--- src/rtl/rf_wb_pkg.sv ---
// Shared defaults and entry type for the register-file writeback queue.
// Optional forwarding search is enabled with RF_WB_FWD_EN.
package rf_wb_pkg;

    localparam int RF_WB_DEPTH = 4;
    localparam int RF_WB_AW    = 5;
    localparam int RF_WB_DW    = 32;

    typedef struct packed {
        logic [RF_WB_AW-1:0] rd;
        logic [RF_WB_DW-1:0] data;
    } rf_wb_entry_t;

endpackage

--- src/rtl/rf_wb_fifo.sv ---
// In-order queue with two push slots (push0 older) and one pop per cycle.
// Exposes every slot ordered by age (index 0 = head) for the forwarding search.
module rf_wb_fifo
    import rf_wb_pkg::*;
#(
    parameter int DEPTH = RF_WB_DEPTH,
    parameter int AW    = RF_WB_AW,
    parameter int DW    = RF_WB_DW,
    localparam int PW   = $clog2(DEPTH),
    localparam int CW   = $clog2(DEPTH) + 1
) (
    input  logic          clk,
    input  logic          rst_n,
    input  logic          push0,
    input  logic [AW-1:0] push0_rd,
    input  logic [DW-1:0] push0_data,
    input  logic          push1,
    input  logic [AW-1:0] push1_rd,
    input  logic [DW-1:0] push1_data,
    input  logic          pop,
    output logic [CW-1:0] count,
    output logic          age_vld  [DEPTH],
    output logic [AW-1:0] age_rd   [DEPTH],
    output logic [DW-1:0] age_data [DEPTH]
);

    logic [AW-1:0] mem_rd   [DEPTH];
    logic [DW-1:0] mem_data [DEPTH];
    logic [PW-1:0] head;
    logic [PW-1:0] tail;
    logic [PW-1:0] slot1;
    logic [1:0]    n_push;

    // A discarded push0 lets push1 take the tail slot directly.
    assign slot1  = tail + PW'(push0);
    assign n_push = {1'b0, push0} + {1'b0, push1};

    always_ff @(posedge clk) begin
        if (push0) begin
            mem_rd[tail]   <= push0_rd;
            mem_data[tail] <= push0_data;
        end
        if (push1) begin
            mem_rd[slot1]   <= push1_rd;
            mem_data[slot1] <= push1_data;
        end
    end

    always_ff @(posedge clk or negedge rst_n) begin
        if (!rst_n) begin
            head  <= '0;
            tail  <= '0;
            count <= '0;
        end else begin
            tail  <= tail + PW'(n_push);
            head  <= head + PW'(pop);
            count <= count + CW'(n_push) - CW'(pop);
        end
    end

    always_comb begin
        for (int i = 0; i < DEPTH; i++) begin
            age_vld[i]  = CW'(i) < count;
            age_rd[i]   = mem_rd[head + PW'(i)];
            age_data[i] = mem_data[head + PW'(i)];
        end
    end

endmodule

--- src/rtl/rf_writeback_queue.sv ---
// Register-file write requester: mem/alu handshakes, in-order queue, forwarding.
// Define RF_WB_FWD_EN to build the forwarding search; otherwise fwd outputs are 0.
module rf_writeback_queue
    import rf_wb_pkg::*;
#(
    parameter int DEPTH = RF_WB_DEPTH,
    parameter int AW    = RF_WB_AW,
    parameter int DW    = RF_WB_DW,
    localparam int CW   = $clog2(DEPTH) + 1
) (
    input  logic          clk,
    input  logic          rst_n,
    input  logic          mem_valid,
    output logic          mem_ready,
    input  logic [AW-1:0] mem_rd,
    input  logic [DW-1:0] mem_data,
    input  logic          alu_valid,
    output logic          alu_ready,
    input  logic [AW-1:0] alu_rd,
    input  logic [DW-1:0] alu_data,
    input  logic          rf_stall,
    output logic          rf_write,
    output logic [AW-1:0] rf_write_reg,
    output logic [DW-1:0] rf_write_data,
    input  logic [AW-1:0] fwd_rs1,
    input  logic [AW-1:0] fwd_rs2,
    output logic          fwd_hit1,
    output logic          fwd_hit2,
    output logic [DW-1:0] fwd_data1,
    output logic [DW-1:0] fwd_data2,
    output logic [CW-1:0] q_count
);

    logic [CW-1:0] count;
    logic [CW-1:0] free;
    logic          mem_acc;
    logic          alu_acc;
    logic          push0;
    logic          push1;
    logic          pop;
    logic          age_vld  [DEPTH];
    logic [AW-1:0] age_rd   [DEPTH];
    logic [DW-1:0] age_data [DEPTH];

    // Readiness looks only at registered occupancy; a same-cycle pop frees nothing.
    assign free      = CW'(DEPTH) - count;
    assign mem_ready = free >= CW'(1);
    assign alu_ready = (free >= CW'(2)) || (free == CW'(1) && !mem_valid);
    assign mem_acc   = mem_valid && mem_ready;
    assign alu_acc   = alu_valid && alu_ready;
    assign push0     = mem_acc && (mem_rd != '0);
    assign push1     = alu_acc && (alu_rd != '0);
    assign pop       = (count != '0) && !rf_stall;
    assign q_count   = count;

    rf_wb_fifo #(
        .DEPTH (DEPTH),
        .AW    (AW),
        .DW    (DW)
    ) u_fifo (
        .clk        (clk),
        .rst_n      (rst_n),
        .push0      (push0),
        .push0_rd   (mem_rd),
        .push0_data (mem_data),
        .push1      (push1),
        .push1_rd   (alu_rd),
        .push1_data (alu_data),
        .pop        (pop),
        .count      (count),
        .age_vld    (age_vld),
        .age_rd     (age_rd),
        .age_data   (age_data)
    );

    always_ff @(posedge clk or negedge rst_n) begin
        if (!rst_n) begin
            rf_write      <= 1'b0;
            rf_write_reg  <= '0;
            rf_write_data <= '0;
        end else begin
            rf_write <= pop;
            if (pop) begin
                rf_write_reg  <= age_rd[0];
                rf_write_data <= age_data[0];
            end
        end
    end

`ifdef RF_WB_FWD_EN
    // Oldest first so younger matches override; output register is oldest of all.
    always_comb begin
        fwd_hit1  = 1'b0;
        fwd_hit2  = 1'b0;
        fwd_data1 = '0;
        fwd_data2 = '0;
        if (rf_write && rf_write_reg == fwd_rs1) begin
            fwd_hit1  = 1'b1;
            fwd_data1 = rf_write_data;
        end
        if (rf_write && rf_write_reg == fwd_rs2) begin
            fwd_hit2  = 1'b1;
            fwd_data2 = rf_write_data;
        end
        for (int i = 0; i < DEPTH; i++) begin
            if (age_vld[i] && age_rd[i] == fwd_rs1) begin
                fwd_hit1  = 1'b1;
                fwd_data1 = age_data[i];
            end
            if (age_vld[i] && age_rd[i] == fwd_rs2) begin
                fwd_hit2  = 1'b1;
                fwd_data2 = age_data[i];
            end
        end
        if (fwd_rs1 == '0) begin
            fwd_hit1  = 1'b0;
            fwd_data1 = '0;
        end
        if (fwd_rs2 == '0) begin
            fwd_hit2  = 1'b0;
            fwd_data2 = '0;
        end
    end
`else
    logic unused_fwd;

    assign fwd_hit1  = 1'b0;
    assign fwd_hit2  = 1'b0;
    assign fwd_data1 = '0;
    assign fwd_data2 = '0;

    always_comb begin
        unused_fwd = ^{fwd_rs1, fwd_rs2};
        for (int i = 0; i < DEPTH; i++) begin
            unused_fwd = unused_fwd ^ age_vld[i] ^ (^age_rd[i]);
            unused_fwd = unused_fwd ^ (^age_data[i]);
        end
    end
`endif

endmodule

--- config.mk ---
export PLATFORM = sky130hd
export DESIGN_NAME = rf_writeback_queue
export DESIGN_NICKNAME = d
export VERILOG_FILES = /design/src/rtl/rf_wb_pkg.sv /design/src/rtl/rf_wb_fifo.sv /design/src/rtl/rf_writeback_queue.sv
export SDC_FILE = /design/constraint.sdc
export NUM_CORES = 1
export LEC_CHECK = 0
export CAP_MARGIN = 30
export CORE_MARGIN = 10
export CORE_UTILIZATION = 56
export DETAILED_ROUTE_END_ITERATION = 8
export HOLD_SLACK_MARGIN = 0.06
export PLACE_DENSITY = 0.89
export SLEW_MARGIN = 25
export SYNTH_ARGS = -nofsm -noshare
export SYNTH_HDL_FRONTEND = slang
export SYNTH_SLANG_ARGS = --single-unit
--- constraint.sdc ---
create_clock -name clk -period 7.67 [get_ports clk]
set_input_delay 1.534 -clock clk [delete_from_list [all_inputs] [get_ports clk]]
set_output_delay 1.534 -clock clk [all_outputs]
set_load 0.05 [all_outputs]
==> flow_summary.toml <==
[power]
power_density_nw_per_um2 = 462.6
clockPowerShare = 0.172
p_int_w = 0.003338
p_leak_nw = 4.171
comb_power_share = 0.451
vdd.ir_drop.worst_mv = 0.2537
switching_share = 0.3687
p_sw_w = 0.001950
p_seq_frac = 0.377

[placed_design]
place_inst = 881
routabilityCongestion = 0.7493
place_area_um2 = 10820
hpwl_mm = 13.40
placement.io_buffers = 121

[worst_setup_path]
arrival_ns = 5.28
path_max_fanout = 24
required_ns = 7.77
worst-path-buf-inv = 3
worstSetupEndpointType = "register"
slowest_stage = "and4b_2"
slowest_delay_ns = 0.61
critPathKind = "input port to register"
crit_chain = "clkdlybuf4s50_1, or3_1, o311a_1, ha_1, xnor2_1, and4b_2, buf_4, o21bai_4, buf_4"
cp_common_cell = "buf_4"
start_kind = "input port"
cp_top_family = "buffers and inverters"

[hold_path]
hold_path.class = "register to register"

[sta]
setup_viol = 0
max_freq_mhz = 192.8
finalSetupTns_ns = 0
hold_slack_ns = 0.5087
slew_viol_final = 0
hold_violations = 0
rsz0062_at_grt = "false"
worst_clock_skew_ns = 0.009443
fin_crit_sh = 0.6762
slew-limit-headroom = 0.5314
period_needed_ns = 5.186
worst_pin_slew_ns = 0.7029

[detailed_routing]
avgViaCountPerCell = 5.640
dr.pass1.iters = 4
ant_nets = 0
wl_per_cell_um = 23.01
routed-via-count = 5155
drt-total-wl_mm = 21.03
drc = 0
drtIter0Drc = 326

[global_route]
grt_pass1_wl_mm = 32.13
grt_pass1_vias = 5722
grt_usage = 0.1868
grt_overflow = 0
grt_max_degree = 46
antenna_found_initial = 0

[finish]
layout_common_cells = "mux2_2, edfxtp_1, clkdlybuf4s50_1, conb_1, dfrtp_1"
top_regs = "u_fifo.mem_data x128, rf_write_data x32, u_fifo.mem_rd x20"
fin_area_um2 = 11430
nets = 781
largest_reg_flops = 128
final_common_cell = "mux2_2"
fin_util = 0.6844
final_cells = 914
area_delta_synth_final_pct = 18.82
drive_gt1_frac = 0.4012
largest_register = "u_fifo.mem_data"

[cts]
root_buffer = "clkbuf_16"
clock_latency_ns = 0.43
post_cts_buffers = 0
postCtsHoldBufs = 0
tritoncts = "yes"
clk_pin_slew_ns = 0.07
cts.sinks = 193
h-tree-depth = 4
cts-buffers-inserted = 17
post_cts_resized = 0
cts_buffer_depth = 2

[flow_run]
drv_cap = 0

[die]
die_w_um = 151.1
core_um2 = 16700
start_util = 0.5760
die_h_um = 151.1
io_pins = 198
dieArea_um2 = 22820
row_count = 47

[synth]
synthArstFlopShare = 0.2332
ys.flop_type = "edfxtp_1"
synth_area_leaders = "edfxtp_1, mux2_2, dfrtp_1, mux4_2, buf_4"
syn-mean-instance-area_um2 = 17.21
synth_top_area_frac = 0.4620
syn-instance-count = 559
yosysTopAreaCell = "edfxtp_1"
ys.warnings.count = 0
synthesis.area_um2 = 9620
yosysSeqAreaShare = 0.5790
synthDistinctLibCells = 32
synth.ff_latch_count = 193
synth_edf_count = 148

[run_status]
status = "complete, no violations"
through the flow:
stage	total power [W]	setup WS, ns
after CTS	0.005338	2.479
after floorplan	0.003728	2.380
after detailed placement	0.004423	2.020
after global routing	0.005537	2.330
final	0.005288	2.484
after global placement	0.004316	2.118
area by class of cell:
type / instances / area, um2
antenna: 1 / 2.502
clock inverter: 15 / 178.9
timing repair buffer: 132 / 1301
tap: 220 / 275.3
multi-input combinational: 328 / 3645
clock buffer: 17 / 425.4
fill: 1131 / 5270
inverter: 8 / 30.03
sequential: 193 / 5573
routing by layer:
| layer | global-route usage | up-vias | wire length [um] |
|---|---|---|---|
| li1 | - | 2265 | - |
| met1 | 0.2110 | 2666 | 7903 |
| met2 | 0.3367 | 198 | 11250 |
| met3 | 0.04475 | 26 | 1537 |
| met4 | 0.06689 | 0 | 338 |
| met5 | 0 | - | 0 |
power groups by stage:
stage | Clock [W] | Sequential, W | Combinational (W)
after CTS | 0.000923 | 0.00200 | 0.00241
after global placement | 0 | 0.00201 | 0.00231
after detailed placement | 0 | 0.00202 | 0.00240
after floorplan | 0 | 0.00231 | 0.00142
final | 0.000911 | 0.00199 | 0.00238
after global routing | 0.000965 | 0.00205 | 0.00253
kinds of logic (layout without fill, tap and decap cells):
| group | Yosys count | after routing | synth area share |
|---|---|---|---|
| other | 1 | 67 | 0.0003898 |
| AO/OA/AOI/OAI | 6 | 6 | 0.004682 |
| AND/OR/NAND/NOR | 15 | 15 | 0.01053 |
| XOR/XNOR | 7 | 7 | 0.006373 |
| buffers and inverters | 103 | 172 | 0.07205 |
| multiplexers | 222 | 222 | 0.3106 |
| flip-flops | 193 | 193 | 0.5790 |
| adder cells (fa/ha/maj) | 12 | 12 | 0.01639 |
cell usage after synthesis (3+ instances only):
master / n
edfxtp_1: 148
dfrtp_1: 45
xnor2_1: 5
buf_2: 11
clkbuf_1: 6
mux2_2: 166
mux4_2: 37
ha_1: 11
buf_6: 3
inv_1: 8
buf_1: 3
mux2_4: 19
buf_4: 72
nand2_1: 3
path summary, 6_finish.rpt:
path,slack (ns),cells after the start,to,from
hold reg to reg,0.51,1,rf_write_data[18],rf_write_data[18]
max in group asynchronous,5.93,2,u_fifo.head[0],rst_n
setup / recovery,2.48,9,u_fifo.mem_data[1][11],mem_rd[0]
min in group asynchronous,1.23,2,rf_write_reg[1],rst_n
hold / removal,0.51,1,rf_write_data[18],rf_write_data[18]
setup reg to reg,3.04,11,u_fifo.mem_data[1][11],u_fifo.count[0]
Note: power is estimated with default switching activity, not from simulation.
